<file path="config.mk">
export PLATFORM = sky130hd
export DESIGN_NAME = elim_sequencer_flat
export DESIGN_NICKNAME = d
export VERILOG_FILES = /design/src/rtl/elim_sequencer_if.sv /design/src/rtl/elim_sequencer.sv /design/src/flat_wrapper.sv
export SDC_FILE = /design/constraint.sdc
export NUM_CORES = 1
export LEC_CHECK = 0
export ABC_AREA = 1
export CELL_PAD_IN_SITES_DETAIL_PLACEMENT = 0
export CELL_PAD_IN_SITES_GLOBAL_PLACEMENT = 1
export CORE_MARGIN = 2
export CORE_UTILIZATION = 45
export CTS_BUF_LIST = sky130_fd_sc_hd__clkbuf_8 sky130_fd_sc_hd__clkbuf_16
export DETAILED_ROUTE_END_ITERATION = 16
export GPL_TIMING_DRIVEN = 1
export PLACE_DENSITY_LB_ADDON = 0.1
export SLEW_MARGIN = 20
export SYNTH_ARGS = -nofsm -noshare
export SYNTH_HDL_FRONTEND = slang
export SYNTH_SLANG_ARGS = --single-unit
</file>
<file path="constraint.sdc">
create_clock -name clk -period 7.67 [get_ports clk]
set_clock_uncertainty 0.15 [all_clocks]
set_input_delay 2.301 -clock clk [delete_from_list [all_inputs] [get_ports clk]]
set_output_delay 2.301 -clock clk [all_outputs]
set_load 0.005 [all_outputs]
</file>
<file path="src/rtl/elim_sequencer_if.sv">
// elim_sequencer_if: request, board read/write and status bundle for the elimination sequencer
interface elim_sequencer_if #(parameter int COLOR_W = 3);
  logic start;
  logic [3:0] sel_x, sel_y;
  logic [2:0] rd_x, rd_y;
  logic [COLOR_W-1:0] rd_color;
  logic wr_en;
  logic [2:0] wr_x, wr_y;
  logic [COLOR_W-1:0] wr_color;
  logic busy, done;
  logic [6:0] cleared;
  modport master(output start, sel_x, sel_y, rd_color,
                 input rd_x, rd_y, wr_en, wr_x, wr_y, wr_color, busy, done, cleared);
  modport slave(input start, sel_x, sel_y, rd_color,
                output rd_x, rd_y, wr_en, wr_x, wr_y, wr_color, busy, done, cleared);
endinterface

</file>
<file path="src/rtl/elim_sequencer.sv">
// elim_sequencer: flood-marks a same-colour group, clears it and applies column gravity on an 8x8 board
module elim_sequencer #(
  parameter int MIN_GROUP = 2,
  parameter int COLOR_W = 3
) (
  input logic clk,
  input logic rst,
  elim_sequencer_if.slave bus
);
  typedef enum logic [2:0] {IDLE, SEED, SCAN, CLEAR, GRAV_RD, GRAV_FILL, DONE} state_t;
  state_t state, state_n;
  logic [63:0] mark;
  logic [5:0] pos;
  logic [2:0] cx, cy, col, rx;
  logic [3:0] wp, wp_dn, wpn;
  logic [COLOR_W-1:0] seed;
  logic chg, nb, hit, valid_seed, keep;
  logic [6:0] cnt;
  assign cx = pos[5:3];
  assign cy = pos[2:0];
  assign wp_dn = wp - 4'd1;
  assign keep = bus.rd_color != '0;
  assign wpn = keep ? wp_dn : wp;
  assign valid_seed = !bus.sel_x[3] && !bus.sel_y[3] && keep;
  assign nb = (cx != 3'd0 && mark[pos - 6'd8]) || (cx != 3'd7 && mark[pos + 6'd8]) ||
              (cy != 3'd0 && mark[pos - 6'd1]) || (cy != 3'd7 && mark[pos + 6'd1]);
  assign hit = state == SCAN && bus.rd_color == seed && nb && !mark[pos];
  // group size of the current mark vector
  always_comb begin
    cnt = '0;
    for (int i = 0; i < 64; i++) cnt = cnt + 7'(mark[i]);
  end
  // state register
  always_ff @(posedge clk) state <= rst ? IDLE : state_n;
  // next state and board port drive
  always_comb begin
    state_n = state;
    bus.busy = state != IDLE;
    bus.done = state == DONE;
    bus.rd_x = cx;
    bus.rd_y = cy;
    bus.wr_en = 1'b0;
    bus.wr_x = cx;
    bus.wr_y = cy;
    bus.wr_color = '0;
    case (state)
      IDLE: state_n = bus.start ? SEED : IDLE;
      SEED: begin
        bus.rd_x = bus.sel_x[2:0];
        bus.rd_y = bus.sel_y[2:0];
        state_n = valid_seed ? SCAN : DONE;
      end
      SCAN: state_n = pos != 6'd63 || chg || hit ? SCAN : int'(cnt) < MIN_GROUP ? DONE : CLEAR;
      CLEAR: begin
        bus.wr_en = mark[pos];
        state_n = pos == 6'd63 ? GRAV_RD : CLEAR;
      end
      GRAV_RD: begin
        bus.rd_x = rx;
        bus.rd_y = col;
        bus.wr_en = keep;
        bus.wr_x = wp[2:0];
        bus.wr_y = col;
        bus.wr_color = bus.rd_color;
        state_n = rx != 3'd0 ? GRAV_RD : !wpn[3] ? GRAV_FILL : col == 3'd7 ? DONE : GRAV_RD;
      end
      GRAV_FILL: begin
        bus.wr_en = 1'b1;
        bus.wr_x = wp[2:0];
        bus.wr_y = col;
        state_n = wp != 4'd0 ? GRAV_FILL : col == 3'd7 ? DONE : GRAV_RD;
      end
      DONE: state_n = IDLE;
      default: state_n = IDLE;
    endcase
  end
  // marking, cursors, gravity pointers and result count
  always_ff @(posedge clk) begin
    if (rst) begin
      mark <= '0;
      pos <= '0;
      col <= '0;
      rx <= '0;
      wp <= '0;
      seed <= '0;
      chg <= 1'b0;
      bus.cleared <= '0;
    end else begin
      if (state == SEED) begin
        seed <= bus.rd_color;
        mark <= 64'd1 << {bus.sel_x[2:0], bus.sel_y[2:0]};
        chg <= 1'b1;
        pos <= '0;
      end
      if (state == SCAN) begin
        if (hit) mark[pos] <= 1'b1;
        pos <= pos + 6'd1;
        chg <= pos == 6'd63 ? 1'b0 : chg | hit;
      end
      if (state == CLEAR) begin
        pos <= pos + 6'd1;
        col <= '0;
        rx <= 3'd7;
        wp <= 4'd7;
      end
      if (state == GRAV_RD) begin
        rx <= rx - 3'd1;
        wp <= rx == 3'd0 && wpn[3] ? 4'd7 : wpn;
        if (rx == 3'd0 && wpn[3]) col <= col + 3'd1;
      end
      if (state == GRAV_FILL) begin
        wp <= wp == 4'd0 ? 4'd7 : wp_dn;
        if (wp == 4'd0) col <= col + 3'd1;
      end
      if (state_n == DONE && state != DONE)
        bus.cleared <= state == GRAV_RD || state == GRAV_FILL ? cnt : 7'd0;
    end
  end
endmodule

</file>
<file path="src/flat_wrapper.sv">
// flat-port wrapper written by rule: the top's interface ports become plain ports
module elim_sequencer_flat 
#(
  parameter int MIN_GROUP = 2,
  parameter int COLOR_W = 3
)
  (clk, rst, bus_start, bus_sel_x, bus_sel_y, bus_rd_color, bus_rd_x, bus_rd_y, bus_wr_en, bus_wr_x, bus_wr_y, bus_wr_color, bus_busy, bus_done, bus_cleared);
  elim_sequencer_if #(.COLOR_W(COLOR_W)) bus_i ();
  input logic clk;
  input logic rst;
  input wire logic [$bits(bus_i.start)-1:0] bus_start;
  input wire logic [$bits(bus_i.sel_x)-1:0] bus_sel_x;
  input wire logic [$bits(bus_i.sel_y)-1:0] bus_sel_y;
  input wire logic [$bits(bus_i.rd_color)-1:0] bus_rd_color;
  output wire logic [$bits(bus_i.rd_x)-1:0] bus_rd_x;
  output wire logic [$bits(bus_i.rd_y)-1:0] bus_rd_y;
  output wire logic [$bits(bus_i.wr_en)-1:0] bus_wr_en;
  output wire logic [$bits(bus_i.wr_x)-1:0] bus_wr_x;
  output wire logic [$bits(bus_i.wr_y)-1:0] bus_wr_y;
  output wire logic [$bits(bus_i.wr_color)-1:0] bus_wr_color;
  output wire logic [$bits(bus_i.busy)-1:0] bus_busy;
  output wire logic [$bits(bus_i.done)-1:0] bus_done;
  output wire logic [$bits(bus_i.cleared)-1:0] bus_cleared;
  assign bus_i.start = bus_start;
  assign bus_i.sel_x = bus_sel_x;
  assign bus_i.sel_y = bus_sel_y;
  assign bus_i.rd_color = bus_rd_color;
  assign bus_rd_x = bus_i.rd_x;
  assign bus_rd_y = bus_i.rd_y;
  assign bus_wr_en = bus_i.wr_en;
  assign bus_wr_x = bus_i.wr_x;
  assign bus_wr_y = bus_i.wr_y;
  assign bus_wr_color = bus_i.wr_color;
  assign bus_busy = bus_i.busy;
  assign bus_done = bus_i.done;
  assign bus_cleared = bus_i.cleared;
  elim_sequencer #(.MIN_GROUP(MIN_GROUP), .COLOR_W(COLOR_W)) u_core (.clk(clk), .rst(rst), .bus(bus_i));
endmodule
</file>
==> results of run 1 <==
how the worst min path moves through the flow:
stage	endpoint	from	slack (ps)
after global placement	u_core.bus.cleared[4]$_SDFFE_PP0P_	u_core.bus.cleared[4]$_SDFFE_PP0P_	310
after global routing	u_core.bus.cleared[2]$_SDFFE_PP0P_	u_core.bus.cleared[2]$_SDFFE_PP0P_	350
final	u_core.bus.cleared[3]$_SDFFE_PP0P_	u_core.bus.cleared[3]$_SDFFE_PP0P_	320
after CTS	u_core.bus.cleared[5]$_SDFFE_PP0P_	u_core.bus.cleared[5]$_SDFFE_PP0P_	320
after floorplan	u_core.bus.cleared[0]$_SDFFE_PP0P_	u_core.bus.cleared[0]$_SDFFE_PP0P_	310
after detailed placement	u_core.bus.cleared[5]$_SDFFE_PP0P_	u_core.bus.cleared[5]$_SDFFE_PP0P_	310
worst max-delay path, stage by stage (launching register included):
cell      delay (ps)
dfxtp_1          340
ha_1             280
inv_1             40
fa_1             450
fa_1             540
fa_1             450
fa_1             550
fa_1             440
fa_1             570
fa_1             440
fa_1             460
fa_1             410
fa_1             410
nand3b_1         160
and2_1           170
or2_2            290
nand2_1           70
nand4_1           80
nor2_1           140
nor2_1            50
nand3_1          120
nand2_1           60
nor2_1           110
nand2_2          110
nand2_1           80
a21oi_1           60
final cells by class:
cell class                 count  area, um^2  area share (%)
multi-input combinational    964        5650            60.5
sequential                    94        1880            20.1
inverter                     177         667            7.14
timing repair buffer          63         563            6.02
tap                          234         293            3.13
clock buffer                   9         225            2.41
clock inverter                 7        65.1           0.696
where the power goes:
part	switching [mW]	internal (mW)
clock network	0.231	0.229
registers	0.0272	0.504
logic	0.356	0.155
per-layer routing:
layer / vias up / part of all wire (%) / track usage (%) / wire length, um
met5: - / 0.032 / 0 / 11
met4: 2 / 5.4 / 18.1 / 1860
met3: 110 / 11 / 8.34 / 3720
met2: 490 / 42 / 50.9 / 14500
met1: 4245 / 42 / 48.4 / 14200
li1: 4283 / - / - / -
cells by family after synthesis:
family	Yosys count
flip-flops	94
adder cells (fa/ha/maj)	83
buffers and inverters	245
XOR/XNOR	13
AO/OA/AOI/OAI	209
AND/OR/NAND/NOR	659
Yosys cell counts, types with 12 or more instances:
cell type  instances
nand4_1           23
buf_2             17
fa_1              54
inv_1            167
ha_1              29
nand3_1          229
clkbuf_1          31
dfxtp_1           94
o21ai_0           28
nor3_1            12
nand2_1          255
a21oi_1          153
nor2_1           112
cells in the final DEF, fill, tap and decap left out, drive strengths merged, types with 4 or more instances in the layout:
master / count
clkdlybuf4s50: 37
a22oi: 11
nand3: 230
a21oi: 153
nor2: 116
nand2: 259
o21ai: 30
fa: 54
inv: 178
or2: 8
ha: 29
clkbuf: 9
nor3: 18
clkinv: 5
xnor2: 4
nand4: 23
dfxtp: 94
buf: 26
xor2: 9
sequential cells by signal, summed over array words and instances (netlist names):
register            count
u_core.bus.cleared      7
u_core.chg              1
u_core.col              3
u_core.mark            64
u_core.pos              6
u_core.rx               3
u_core.seed             3
u_core.state            3
u_core.wp               4
per-stage QoR:
stage / cells / total power, mW
6_report: 1548 / 1.50
5_1_grt: 1548 / 1.58
4_1_cts: 1548 / 1.50
3_5_place_dp: 1532 / 1.04
3_3_place_gp: 1532 / 1.04
2_1_floorplan: 1303 / 0.871
==> results by group, run 1 <==
Timing
  – Worst rel slew slack: 19.3%
  – Fin. Hold Viols: 0
  – Setup TNS: 0 ps
  – Unrepaired setup endpoints after global routing: false
  – Slack of the critical path: 474 ps
  – Final Cycle Share: 93.8%
  – Smallest hold slack: 322 ps
  – Endpoints failing setup: 0
  – Final min period: 7200 ps
  – Tightest Pin Transition: 1200 ps
  – Final Max Tran Viols: 0
  – Max Clk Rate: 139 MHz

Power
  – Max VDD drop: 0.000152 V
  – Leak pwr: 3.90 nW
  – Pwr dens: 161 nW/um^2

Cells and area
  – Post-layout nets: 1406
  – Filler cells: 1983
  – Core Util, Final: 50.0%
  – Layout cells sized above 1: 5.86%
  – Ant. Diodes: 0
  – Final Instance Area: 9350 um^2
  – Area growth from synthesis to layout: 9.15%

Synthesis
  – Syn Area/Cell: 6.57 um^2
  – Main combinational cell family by area after synthesis: simple AND/OR/NAND/NOR gates
  – Adder-cell share of the synthesized area: 16.9%
  – Compound-Gate Fraction of Synth Area: 13.0%
  – Synth unique cells: 45
  – Yosys reg bits: 94
  – Leading area contributor after synthesis: dfxtp_1
  – Seq/Total Area, Yosys: 22.0%
  – Syn. warnings: 0
  – Yosys top cell area share: 22.0%
  – Top post-synthesis cells by area: dfxtp_1 (22%), nand3_1 (13%), fa_1 (13%)
  – Prevailing post-synth register cell: dfxtp_1
  – Synth async-reset ratio: 0%
  – Syn Nets: 1400
  – Synth Cell Area: 8560 um^2
  – Fraction of the mapped netlist area in simple logic gates: 34.7%
  – Post-Syn Instances: 1303
  – Post-synth EDFFs: 0
  – Post-synthesis xor/xnor area fraction: 1.33%
  – Mux cell area share after synthesis: 0%

Setup path
  – Setup crit start kind: register
  – CP Capture Type: register
  – Worst Setup EP: u_core.bus.cleared[4]$_SDFFE_PP0P_
  – CP max FO: 7
  – FF-to-FF setup slack: 470 ps
  – Crit Path Class: reg2reg
  – Reg2reg end: u_core.bus.cleared[4]$_SDFFE_PP0P_
  – R2r startpoint: u_core.mark[1]$_SDFF_PP0_
  – Critical Path Start: u_core.mark[1]$_SDFF_PP0_
  – Required @ worst endpoint: 7750 ps
  – R2R depth: 25
  – Crit path arrival time: 7270 ps

Drt
  – Wire length per cell: 22.1 um
  – Via-to-Cell Ratio: 5.90
  – Drt initial violations: 1032
  – DR pass1 iterations: 7
  – DRC: 0
  – Overall routed net length: 34.3 mm
  – DR vias: 9130
  – ANT nets after route: 0

Hold path
  – Hold WC Path Type: reg2reg
  – Hold path cells: 2

GRT
  – Largest net degree at the start of global routing: 75
  – Tot GR Track Use: 35.0%
  – Vias in the first global route: 8427
  – GRT overflow: 0
  – First-pass GRT wire length: 52.0 mm
  – Initial antenna violation count: 1

Clock tree
  – PostCTS Resize Cnt: 0
  – Root Driver: clkbuf_16
  – Total CTS buffers: 9
  – Clock sink count: 94
  – CTS max path bufs: 2
  – Clock slew seen by the registers of the worst setup and hold paths: 80 ps
  – H-tree depth: 3
  – Post-CTS setup buffer count: 0
  – Clk_lat worst skew: 370 ps
  – Hold buffers post-CTS: 0
  – CTS tree: done

Placement
  – Placed Area: 9060 um^2
  – Final GP Congestion: 0.945
  – Dpl ws: 398 ps
  – IO buf count: 38
  – DPL Wire Length: 25.6 mm

Die
  – Core area: 18700 um^2
  – I/O pin cnt: 39
  – Die Ht: 142 um
  – Die span in x: 142 um
  – Initial core utilization: 45.8%
  – # rows: 50
  – Die Footprint: 20100 um^2

Run
  – Max-cap viol count: 0

Outcome
  – Outcome: finished, final reports clean
(Power assumes the default switching activity.)
==> inputs of run 2 (changes only) <==
- ABC_AREA: 1 -> default
- SKIP_LAST_GASP: default -> 1
==> results by group, run 2 <==
Outcome
  – Outcome: finished, final reports clean

GRT
  – First-pass GRT wire length: 49.0 mm (-5.8%)
  – Initial antenna violation count: 0 (-1)
  – Vias in the first global route: 7997 (-5.1%)
  – Tot GR Track Use: 31.4% (-3.6 points)
  – Largest net degree at the start of global routing: 80 (+6.7%)
  – GRT overflow: 0 (unchanged)

Clock tree
  – Clk_lat worst skew: 370 ps (about the same)
  – CTS max path bufs: 2 (unchanged)
  – CTS tree: done
  – H-tree depth: 3 (unchanged)
  – Root Driver: clkbuf_16
  – Total CTS buffers: 9 (unchanged)
  – Clock sink count: 94 (unchanged)
  – Hold buffers post-CTS: 0 (unchanged)
  – Clock slew seen by the registers of the worst setup and hold paths: 80 ps (about the same)

Power
  – Switching share of power: 37.1% (-3.8 points)
  – Leak pwr: 3.49 nW (-10%)
  – Gate power share: 25.9% (-8.1 points)
  – Reg power frac: 39.4% (+4.0 points)
  – Max VDD drop: 0.000100 V (-34%)
  – Total Power: 1.37 mW (-8.4%)
  – Pwr dens: 141 nW/um^2 (-12%)
  – Internal power: 864 uW (-2.5%)
  – Clock Power Share: 34.7% (+4.1 points)
  – Switch Pwr: 510 uW (-17%)

Drt
  – ANT nets after route: 0 (unchanged)
  – Overall routed net length: 31.4 mm (-8.3%)
  – DR pass1 iterations: 5 (-2)
  – DRC: 0 (unchanged)
  – Wire length per cell: 24.1 um (+9.0%)
  – DR vias: 8321 (-8.9%)
  – Via-to-Cell Ratio: 6.39 (+8.4%)
  – Drt initial violations: 926 (-10%)

Die
  – Initial core utilization: 45.8% (about the same)
  – # rows: 51 (+2.0%)
  – I/O pin cnt: 39 (unchanged)
  – Die Footprint: 21000 um^2 (+4.0%)
  – Die Ht: 145 um (+2.0%)
  – Core area: 19500 um^2 (+4.0%)
  – Die span in x: 145 um (+2.0%)

Cells and area
  – Cell Count, Final, Fillers Out: 1302 (-16%)
  – Commonest non-fill, non-tap cell in the layout: inv_1
  – Area growth from synthesis to layout: 9.46%
  – Max reg flops: 64 (unchanged)
  – Biggest regs: u_core.mark: 64 flops, u_core.bus.cleared: 7 flops, u_core.pos: 6 flops
  – Most frequent cells in the layout: inv_1 (104), dfxtp_1 (91), a21oi_1 (85)
  – Biggest register: u_core.mark
  – Layout cells sized above 1: 12.2% (+6.4 points)
  – Ant. Diodes: 0 (unchanged)
  – Post-layout nets: 1129 (-20%)

Synthesis
  – Synth unique cells: 76 (+69%)
  – Synth async-reset ratio: 0% (unchanged)
  – Seq/Total Area, Yosys: 21.1% (-0.88 points)
  – Most frequent cells after synthesis: inv_1 (104), dfxtp_1 (94), a21oi_1 (85)
  – Syn Area/Cell: 8.58 um^2 (+31%)
  – Post-Syn Instances: 1039 (-20%)
  – Post-synth EDFFs: 0 (unchanged)
  – Top post-synthesis cells by area: dfxtp_1 (21%), fa_1 (12%), mux4_2 (9.3%)
  – Yosys reg bits: 94 (unchanged)
  – Most frequent cell after synthesis: inv_1
  – Syn. warnings: 0 (unchanged)
  – Yosys top cell area share: 21.1% (-0.88 points)
  – Synth Cell Area: 8920 um^2 (+4.1%)
  – Prevailing post-synth register cell: dfxtp_1
  – Syn Nets: 1136 (-19%)
  – Leading area contributor after synthesis: dfxtp_1

Timing
  – Tightest Pin Transition: 1150 ps (-46.2 ps)
  – Max Clk Rate: 136 MHz (-1.8%)
  – Fin. Hold Viols: 0 (unchanged)
  – Unrepaired setup endpoints after global routing: false
  – Slack of the critical path: 343 ps (-131 ps)
  – Endpoints failing setup: 0 (unchanged)
  – Worst rel slew slack: 22.9% (+3.6 points)
  – Final Cycle Share: 95.5% (+1.7 points)
  – Final Max Tran Viols: 0 (unchanged)
  – Final min period: 7330 ps (+131 ps)

Setup path
  – R2R depth: 24 (-4.0%)
  – CP max FO: 8 (+1)
  – Setup crit start kind: register
  – Crit Path Class: reg2reg
  – Crit path arrival time: 7430 ps (+160 ps)
  – Required @ worst endpoint: 7770 ps (+20 ps)
  – CP Capture Type: register

Hold path
  – Hold WC Path Type: reg2reg
  – Hold path cells: 2 (unchanged)

Placement
  – Final GP Congestion: 0.975 (+3.2%)
  – IO buf count: 38 (unchanged)
  – DPL Wire Length: 22.6 mm (-12%)
  – Dpl ws: -20.6 ps (-419 ps)
  – # placed instances: 1286 (-16%)

Run
  – Max-cap viol count: 0 (unchanged)
==> run 2: layout make-up <==
| type | count | area [um^2] |
|---|---|---|
| Multi-Input combinational cell | 750 | 6230 |
| Timing Repair Buffer | 70 | 616 |
| Inverter | 107 | 402 |
| Tap cell | 265 | 332 |
| Clock buffer | 9 | 225 |
| Sequential cell | 94 | 1890 |
| Fill cell | 1935 | 9700 |
| Clock inverter | 7 | 76.3 |
==> run 2: logic make-up after synthesis <==
family                     Yosys count  synth area share (%)
and+or+nand+nor                    331                  19.3
AOI/OAI and AO/OA                  247                  18.5
buffers and inverters              195                  9.39
DFF                                 94                  21.1
adders and majority gates           83                  16.2
muxes                               76                  14.1
xor gates and xnor gates            13                  1.49
==> run 2: what timing repair did <==
item,CTS,global route
gates resized for setup,1,5
pin swaps,0,3
setup endpoints to repair,8,8
buffers inserted,0,0
==> run 2: power by group through the flow <==
stage | combinational (mW) | clock (mW) | sequential [mW]
6_report | 0.357 | 0.477 | 0.541
5_1_grt | 0.389 | 0.497 | 0.544
4_1_cts | 0.353 | 0.477 | 0.539
3_5_place_dp | 0.352 | 0 | 0.551
3_3_place_gp | 0.353 | 0 | 0.551
2_1_floorplan | 0.272 | 0 | 0.525
==> run 2: through the flow <==
stage          TNS (ps)  instance area [um^2]  utilization, %  hold WS, ps
6_report              0                  9760            50.2          321
5_1_grt               0                  9760            50.2          359
4_1_cts               0                  9750            50.1          322
3_5_place_dp       -100                  9450            48.5          311
3_3_place_gp          0                  9450            48.5          308
2_1_floorplan         0                  8920               -          298
==> run 2: metal layers <==
layer | share of wire, % | global-route usage [%] | up-vias
met3 | 8.5 | 6.71 | 58
met1 | 44 | 44.1 | 4100
met2 | 46 | 48.7 | 416
met5 | 0 | 0 | -
li1 | - | - | 3747
met4 | 2.4 | 9.45 | 0
==> run 2: critical path, stage by stage (launching register included) <==
cell       delay (ps)
dfxtp_1           340
inv_1              60
fa_1              540
inv_1              60
fa_1              420
fa_1              540
inv_1              60
fa_1              540
inv_1              70
fa_1              550
fa_1              460
fa_1              570
inv_1              70
fa_2              610
inv_1              50
ha_1              270
nor2b_1           130
o21a_1            180
o21ai_1           150
a21oi_1           100
a2111oi_2         260
nand4_1           190
or4_4             460
o21ai_4           280
a211oi_1          120
==> run 2: worst paths after layout <==
kind	from	to	slack (ps)
min	u_core.seed[0]$_SDFFE_PP0P_	u_core.seed[0]$_SDFFE_PP0P_	320
min reg2reg	u_core.seed[0]$_SDFFE_PP0P_	u_core.seed[0]$_SDFFE_PP0P_	320
max	u_core.mark[36]$_SDFF_PP0_	u_core.bus.cleared[5]$_SDFFE_PP0P_	340
max reg2reg	u_core.mark[36]$_SDFF_PP0_	u_core.bus.cleared[5]$_SDFFE_PP0P_	340
==> inputs of run 3 (changes only) <==
- CORE_MARGIN: 2 -> 1.5
==> results by group, run 3 (synthesis results as in run 2) <==
Cells and area
  – Area growth from synthesis to layout: 10.1%
  – Final Instance Area: 9820 um^2 (+0.55%)
  – Ant. Diodes: 0 (unchanged)
  – Commonest non-fill, non-tap cell in the layout: inv_1
  – Biggest regs: u_core.mark: 64 flops, u_core.bus.cleared: 7 flops, u_core.pos: 6 flops
  – Max reg flops: 64 (unchanged)
  – Layout cells sized above 1: 12.5% (+0.30 points)
  – Post-layout nets: 1136 (+0.62%)
  – Most frequent cells in the layout: inv_1 (104), dfxtp_1 (92), a21oi_1 (85)
  – Biggest register: u_core.mark

Placement
  – Placed Area: 9480 um^2 (+0.34%)
  – DPL Wire Length: 23.2 mm (+2.6%)
  – Final GP Congestion: 0.973 (-0.21%)
  – IO buf count: 38 (unchanged)

GRT
  – First-pass GRT wire length: 49.1 mm (+0.18%)
  – Vias in the first global route: 7750 (-3.1%)
  – Tot GR Track Use: 32.1% (+0.73 points)
  – Initial antenna violation count: 0 (unchanged)
  – GRT overflow: 0 (unchanged)
  – Largest net degree at the start of global routing: 57 (-29%)

Drt
  – DR vias: 8442 (+1.5%)
  – DRC: 0 (unchanged)
  – Overall routed net length: 32.2 mm (+2.3%)
  – Via-to-Cell Ratio: 6.45 (+0.91%)
  – DR pass1 iterations: 5 (unchanged)
  – ANT nets after route: 0 (unchanged)
  – Wire length per cell: 24.6 um (+1.8%)
  – Drt initial violations: 971 (+4.9%)

Clock tree
  – Total CTS buffers: 9 (unchanged)
  – Clock slew seen by the registers of the worst setup and hold paths: 80 ps (about the same)
  – Clk_lat worst skew: 370 ps (about the same)
  – CTS tree: done
  – H-tree depth: 3 (unchanged)
  – Root Driver: clkbuf_16
  – CTS max path bufs: 2 (unchanged)
  – Clock sink count: 94 (unchanged)

Timing
  – Final Max Tran Viols: 0 (unchanged)
  – Tightest Pin Transition: 1170 ps (+18.5 ps)
  – Smallest hold slack: 318 ps (-2.61 ps)
  – Setup TNS: 0 ps (unchanged)
  – Worst rel slew slack: 21.7% (-1.2 points)
  – Fin. Hold Viols: 0 (unchanged)
  – Max Clk Rate: 137 MHz (+0.71%)
  – Final Cycle Share: 94.8% (-0.68 points)
  – Unrepaired setup endpoints after global routing: false
  – Final min period: 7270 ps (-51.9 ps)
  – Endpoints failing setup: 0 (unchanged)

Run
  – Max-cap viol count: 0 (unchanged)

Hold path
  – Hold WC Path Type: reg2reg
  – Hold Startpoint: u_core.seed[0]$_SDFFE_PP0P_

Setup path
  – Critical Path Start: u_core.mark[40]$_SDFF_PP0_
  – CP Capture Type: register
  – R2r startpoint: u_core.mark[40]$_SDFF_PP0_
  – Required @ worst endpoint: 7740 ps (-30 ps)
  – Crit Path Class: reg2reg
  – CP max FO: 8 (unchanged)
  – Setup crit start kind: register
  – Crit path arrival time: 7350 ps (-80 ps)

Power
  – Leak pwr: 3.53 nW (+0.97%)
  – Max VDD drop: 0.000108 V (+7.7%)
  – Pwr dens: 143 nW/um^2 (+1.2%)

Die
  – # rows: 51 (unchanged)
  – Die Ht: 144 um (-0.69%)
  – I/O pin cnt: 39 (unchanged)
  – Core area: 19500 um^2 (unchanged)
  – Initial core utilization: 45.8% (unchanged)
  – Die span in x: 144 um (-0.69%)
  – Die Footprint: 20700 um^2 (-1.4%)

Outcome
  – Outcome: finished, final reports clean
## run 3: cell types whose count changed in the layout (fill, tap and decap cells not counted), moves of 2 or more
cell / previous run / this run
clkinv_4: 1 / 3
inv_6: 4 / 1
inv_8: 0 / 2
clkinv_8: 2 / 0
buf_4: 32 / 39
## run 3: critical path, cell delays in order, from the launching register on
cell and delay, ps:
dfxtp_1 400, inv_1 80, fa_1 470, inv_1 50, fa_1 420, fa_1 550
inv_1 60, fa_1 560, inv_1 80, fa_1 540, fa_1 450, fa_1 550
inv_1 50, fa_1 610, inv_1 60, ha_1 280, nor2b_1 120, o21a_1 170
o21ai_1 140, a21oi_1 100, a2111oi_2 260, nand4_1 170, or4_4 450, o21ai_4 260
a211oi_1 120
## run 3: what timing repair did
| item | 4_1_cts | 5_1_grt |
|---|---|---|
| pin swaps | 0 | 3 |
| setup endpoints to repair | 1 | 8 |
| hold buffers | 0 | 0 |
| cloned | 0 | 0 |
| setup buffers | 0 | 2 |
| resized for setup | 1 | 3 |
## run 3: layer usage
layer | track usage (%) | share of wire [%] | vias up
met5 | 0 | 0 | -
met4 | 10.1 | 2.2 | 0
met3 | 4.53 | 8.2 | 38
met2 | 48.8 | 46 | 428
met1 | 47.0 | 44 | 4218
li1 | - | - | 3758
## run 3: path summary, 6_finish.rpt
path | to | slack [ps] | cells after the start
min | u_core.seed[0]$_SDFFE_PP0P_ | 320 | 2
max reg2reg | u_core.bus.cleared[4]$_SDFFE_PP0P_ | 400 | 24
max | u_core.bus.cleared[4]$_SDFFE_PP0P_ | 400 | 24
min reg2reg | u_core.seed[0]$_SDFFE_PP0P_ | 320 | 2
## run 3: through the flow
stage	power (mW)	utilization, %	setup WS [ps]	std cells
after floorplan	0.797	-	505	1039
after global placement	0.906	48.7	115	1291
after detailed placement	0.906	48.7	29.3	1291
after CTS	1.39	50.3	72.6	1307
after global routing	1.45	50.4	12.3	1309
final	1.40	50.4	395	1309
## run 3: area by class of cell
type                            instances  area (um^2)
Clock buffer                            9          225
Clock inverter                          7         87.6
Fill cell                            1876         9650
Inverter                              107          402
Multi-Input combinational cell        750         6220
Sequential cell                        94         1880
Tap cell                              265          332
Timing Repair Buffer                   77          668
## run 3: report_power, final
part	internal, mW	total, mW	switching, mW	leakage [nW]
Combinational	0.132	0.362	0.231	2.61
Sequential	0.502	0.540	0.0381	0.760
Clock	0.261	0.496	0.236	0.154
Total	0.895	1.40	0.504	3.53
==> variant 1, RTL diff (settings of run 3) <==
Reset style: asynchronous (`rst`), changed in one clocked block.
--- a/src/rtl/elim_sequencer.sv
+++ b/src/rtl/elim_sequencer.sv
@@ -76,5 +76,5 @@
   end
   // marking, cursors, gravity pointers and result count
-  always_ff @(posedge clk) begin
+  always_ff @(posedge clk or posedge rst) begin
     if (rst) begin
       mark <= '0;
Check against the original RTL: differs if rst is asserted again (counterexample within 4 cycles, from zero or initial values and one cycle with rst high); with rst held inactive, the same outputs for 4 cycles.
==> variant 1 against run 3 <==
- utilization down 0.21 points
- area after synthesis shrank 0.87%
- maximum frequency fell by 0.25%
- final area shrank 1.1%
- worst setup slack worse by 19 ps
- die area decreased by 0.85%
- sequential cell count stayed put
- wire length down 6.3%
Power is not compared: it rests on default switching activity, and its combinational part moved more than twofold at a synthesized area within 25%.
==> variant 1: results (changes against run 3) <==
{| class="wikitable"
! Metric !! Value
|-
| Final layout net count || 1014 (-11%)
|-
| Cell family with most CP delay || adder cells
|-
| Multiplexer fraction of the synthesized cell area || 14.1% (about the same)
|-
| Detailed router's first-iteration violation count || 713 (-27%)
|-
| Largest net degree at the start of global routing || 68 (+19%)
|-
| Max-slew headroom at the worst pin || 25.9% (+4.2 points)
|-
| Min-Delay Path Depth || 1 (-1)
|-
| Gp weighted congestion || 0.947 (-2.7%)
|-
| Detailed-router iteration count before antenna repair || 8 (+3)
|-
| Endpoint of the worst-slack reg-to-reg timing path || u_core.bus.cleared[2]
|-
| Most area-consuming cells after synthesis || sky130_fd_sc_hd__dfrtp_1 (26%), sky130_fd_sc_hd__fa_1 (12%), sky130_fd_sc_hd__mux4_2 (6.9%)
|-
| Sequential cell area fraction in the yosys report || 26.4% (+5.3 points)
|-
| Start point of the worst hold path || u_core.bus.cleared[1]
|-
| Vias per Instance || 6.41 (-0.60%)
|-
| Xor/xnor cell area share of the yosys netlist || 1.56% (+0.070 points)
|-
| Detailed-route wire length per cell || 25.4 µm (+3.3%)
|-
| Top fanout value on the critical path || 7 (-1)
|-
| Count of cell types in the netlist || 75 (-1.3%)
|-
| Number of antenna violations at the first check in global routing || 0 (unchanged)
|-
| Start of the worst register-to-register path || u_core.mark[0]
|-
| Most frequent cells after synthesis || sky130_fd_sc_hd__inv_1 (107), sky130_fd_sc_hd__dfrtp_1 (91), sky130_fd_sc_hd__a22oi_1 (71), sky130_fd_sc_hd__nand2_1 (68), sky130_fd_sc_hd__o21ai_0 (60)
|-
| R2R Setup Slk || 380 ps (-20 ps)
|-
| IR drop worst, VDD || 137 µV
|-
| Slowest cell on the critical path || sky130_fd_sc_hd__fa_2
|-
| Outcome || completed
|-
| Arithmetic-cell share of the synthesized area counting full adders, half adders and majority gates || 16.3% (+0.14 points)
|-
| Ratio of cells with drive above 1 in the final layout || 12.8% (+0.25 points)
|-
| Data arrival time at the worst-slack endpoint || 7380 ps (+30 ps)
|-
| Via count of the first global-routing pass || 7524 (-2.9%)
|-
| DPL Wire Length || 23100 µm (-0.20%)
|-
| Most common flop cell mapped by yosys || sky130_fd_sc_hd__dfrtp_1
|-
| Initial Util || 45.7% (-0.099 points)
|-
| Worst stage delay on the critical path || 610 ps (about the same)
|-
| All-Layer GR Usage || 31.1% (-1.0 points)
|-
| Worst hold endpoint || u_core.bus.cleared[1]
|-
| Most area-hungry cell type in the Yosys netlist || sky130_fd_sc_hd__dfrtp_1
|-
| Wire length of the first global-routing pass || 46600 µm (-5.0%)
|-
| Skew-Pair Late Insertion Delay || 360 ps
|-
| Compound-cell area share of the yosys netlist || 21.6% (+3.1 points)
|-
| Proportion of synthesized flip-flops having asynchronous set or reset || 96.8% (+97 points)
|}
## variant 1: cell count changes in the layout (fill, tap and decap cells not counted), moves of 24 or more
cell / delta
sky130_fd_sc_hd__a21oi_1: -63
sky130_fd_sc_hd__buf_4: -24
sky130_fd_sc_hd__dfrtp_1: +90
sky130_fd_sc_hd__dfxtp_1: -89
sky130_fd_sc_hd__nand4_1: -37
sky130_fd_sc_hd__nor2_1: -33
sky130_fd_sc_hd__o21ai_0: +37
sky130_fd_sc_hd__or4_1: -24
## variant 1: cell type report
type | instances | area [µm²]
fillers | 1818 | 9620
inverters | 110 | 414
flip-flops and latches | 94 | 2340
clock inverters | 7 | 115
clock buffers | 9 | 225
multi-input cells | 649 | 5790
repair buffers | 53 | 493
well taps | 265 | 332
## variant 1: report_power, final
| group | switching (µW) | leakage [µW] | internal (µW) |
|---|---|---|---|
| logic | 687 | 0.00266 | 507 |
| clock network | 209 | 0.000167 | 318 |
| registers | 115 | 0.00125 | 537 |
## variant 1: stage by stage
stage / setup slack (ps) / power [µW] / cells / hold WS [ps] / cell area, µm²
2_1_floorplan: 483 / 1520 / 912 / 315 / 8840
3_3_place_gp: 336 / 1800 / 1169 / 328 / 9320
3_5_place_dp: 193 / 1830 / 1169 / 323 / 9340
4_1_cts: 160 / 2360 / 1185 / 350 / 9680
5_1_grt: 4.21 / 2500 / 1187 / 366 / 9710
6_report: 377 / 2370 / 1187 / 345 / 9710
## variant 1: repair_timing
action | CTS | global route
setup endpoints to repair | 0 | 7
resized for setup | 0 | 4
hold buffers | 0 | 0
setup buffers | 0 | 2
hold endpoints to repair | 0 | 0
## variant 1: per-layer routing
metal / wire (µm) / global-route usage, %
met5: 0 / 0
met2: 13600 / 46.8
met1: 12800 / 42.9
met4: 1320 / 14.1
met3: 2380 / 6.94
==> variant 2, RTL diff (config.mk and constraints of run 3) <==
Made on the original files. `COLOR_W` is set to 3 in 3 places; all go to 4.
--- a/src/rtl/elim_sequencer_if.sv
+++ b/src/rtl/elim_sequencer_if.sv
@@ -1,4 +1,4 @@
 // elim_sequencer_if: request, board read/write and status bundle for the elimination sequencer
-interface elim_sequencer_if #(parameter int COLOR_W = 3);
+interface elim_sequencer_if #(parameter int COLOR_W = 4);
   logic start;
   logic [3:0] sel_x, sel_y;
--- a/src/rtl/elim_sequencer.sv
+++ b/src/rtl/elim_sequencer.sv
@@ -2,5 +2,5 @@
 module elim_sequencer #(
   parameter int MIN_GROUP = 2,
-  parameter int COLOR_W = 3
+  parameter int COLOR_W = 4
 ) (
   input logic clk,
--- a/src/flat_wrapper.sv
+++ b/src/flat_wrapper.sv
@@ -3,5 +3,5 @@
 #(
   parameter int MIN_GROUP = 2,
-  parameter int COLOR_W = 3
+  parameter int COLOR_W = 4
 )
   (clk, rst, bus_start, bus_sel_x, bus_sel_y, bus_rd_color, bus_rd_x, bus_rd_y, bus_wr_en, bus_wr_x, bus_wr_y, bus_wr_color, bus_busy, bus_done, bus_cleared);
Ports: changed (resized bus_rd_color and bus_wr_color); port bits go from 39 to 41. The function was not compared with the original's and may differ.
==> variant 2 against run 3 <==
- power shrank 9.3%
- sequential share of layout area grew 1.5 points
- final area fell by 6.5%
- critical path depth unchanged
- area after synthesis is 6.1% lower
- count of clock-buffer cells in the layout unchanged
- wire length shrank 11%
- combinational power shrank 21%
- worst setup slack improved by 37 ps
- largest power group unchanged
- maximum frequency increased by 0.51%
- sequential cell count is 1 higher
==> variant 2: results (changes against run 3) <==
{| class="wikitable"
! Metric !! Value
|-
| Sequential cell area fraction in the yosys report || 22.7% (+1.6 points)
|-
| Count of cell types in the netlist || 67 (-12%)
|-
| Top fanout value on the critical path || 5 (-3)
|-
| Wire length of the first global-routing pass || 45100 µm (-8.1%)
|-
| Detailed-router iteration count before antenna repair || 5 (unchanged)
|-
| Worst stage delay on the critical path || 590 ps (-20 ps)
|-
| Proportion of synthesized flip-flops having asynchronous set or reset || 0% (unchanged)
|-
| DPL Wire Length || 21300 µm (-8.2%)
|-
| Max-slew headroom at the worst pin || 29.8% (+8.1 points)
|-
| Ratio of cells with drive above 1 in the final layout || 11.8% (-0.75 points)
|-
| Top-area cell type share of the netlist area || 22.7% (+1.6 points)
|-
| Met3 Resource Use GR || 8.64% (+4.1 points)
|-
| Most frequent cells after synthesis || sky130_fd_sc_hd__inv_1 (105), sky130_fd_sc_hd__dfxtp_1 (95), sky130_fd_sc_hd__a22oi_1 (72), sky130_fd_sc_hd__o22ai_1 (66), sky130_fd_sc_hd__nand2_1 (57)
|-
| Count of hold-fix buffers inserted at cts || 0 (unchanged)
|-
| Most area-consuming cells after synthesis || sky130_fd_sc_hd__dfxtp_1 (23%), sky130_fd_sc_hd__fa_1 (13%), sky130_fd_sc_hd__mux4_2 (11%)
|-
| Total vias in the final route || 7539 (-11%)
|-
| Detailed router's first-iteration violation count || 938 (-3.4%)
|-
| Number of resized instances in the post-cts repair step || 0 (-1)
|-
| Detailed-route wire length per cell || 25.1 µm (+2.3%)
|-
| Data arrival time at the worst-slack endpoint || 7380 ps (+30 ps)
|-
| Net count after synthesis || 991 (-13%)
|-
| Register clock-pin slew on the reported worst setup and hold paths || 80 ps (about the same)
|-
| P_leak || 0.00335 µW (-5.2%)
|-
| Largest buffer count on any clock path || 2 (unchanged)
|-
| Met2 global-route usage || 45.1% (-3.7 points)
|-
| All-Layer GR Usage || 30.6% (-1.6 points)
|-
| Final layout net count || 1000 (-12%)
|-
| Outcome || completed
|-
| Largest net degree at the start of global routing || 92 (+61%)
|-
| Count of H-tree levels built during CTS || 3 (unchanged)
|-
| Slowest cell on the critical path || sky130_fd_sc_hd__fa_1
|-
| Via count of the first global-routing pass || 7356 (-5.1%)
|-
| Fill count || 1678 (-11%)
|-
| IR drop worst, VDD || 107 µV (-0.69%)
|-
| Met1 Resource Use GR || 42.8% (-4.2 points)
|-
| IO Port Bufs || 40 (+5.3%)
|-
| Gp weighted congestion || 0.917 (-5.7%)
|}
[variant 2: area by class of cell]
cell class | count | share of cell area [%]
well taps | 229 | 3.12
repair buffers | 55 | 5.54
clock buffers | 9 | 2.45
clock inverters | 7 | 0.682
multi-input cells | 633 | 63.1
inverters | 108 | 4.42
flip-flops and latches | 95 | 20.7
[variant 2: worst paths after layout]
kind | from | end | slack (ps) | cells after the start
setup reg to reg | u_core.mark[36] | u_core.bus.cleared[4] | 430 | 24
hold / removal | u_core.seed[1] | u_core.seed[1] | 320 | 2
setup / recovery | u_core.mark[36] | u_core.bus.cleared[4] | 430 | 24
hold reg to reg | u_core.seed[1] | u_core.seed[1] | 320 | 2
[variant 2: power breakdown]
group | total (µW) | switching (µW) | leakage (µW) | internal (µW)
combinational | 285 | 180 | 0.00243 | 105
sequential | 525 | 20.3 | 0.000767 | 505
clock | 459 | 231 | 0.000144 | 228
total | 1270 | 431 | 0.00335 | 838
[variant 2: metal layers]
metal	vias to the layer above	part of all wire, %
li1	3289	-
met1	3747	42
met2	429	44
met3	74	10
met4	0	3.5
met5	-	0
[variant 2: worst max-delay path, delay by kind of cell, from the launching register on]
kind                     cells  cell delay (ps)
adder cells (fa/ha/maj)      9             4480
AND/OR/NAND/NOR              5              990
AO/OA/AOI/OAI                4              770
buffers and inverters        6              410
flip-flops                   1              390
[variant 2: kinds of logic after synthesis]
logic type | count (synthesis) | share of synthesized area, %
flip-flops | 95 | 22.7
XOR/XNOR | 14 | 1.64
adder cells (fa/ha/maj) | 83 | 17.2
AND/OR/NAND/NOR | 207 | 13.2
buffers and inverters | 165 | 8.34
AO/OA/AOI/OAI | 250 | 20.2
multiplexers | 79 | 16.6
[variant 2: metrics by stage]
step | area [µm²] | setup WS (ps) | hold WS [ps] | total power [µW] | instances
2_1_floorplan | 8370 | 943 | 299 | 722 | 893
3_3_place_gp | 8880 | 538 | 307 | 811 | 1120
3_5_place_dp | 8880 | 432 | 313 | 816 | 1120
4_1_cts | 9170 | 393 | 324 | 1270 | 1136
5_1_grt | 9180 | 51.6 | 344 | 1320 | 1136
6_report | 9180 | 432 | 320 | 1270 | 1136
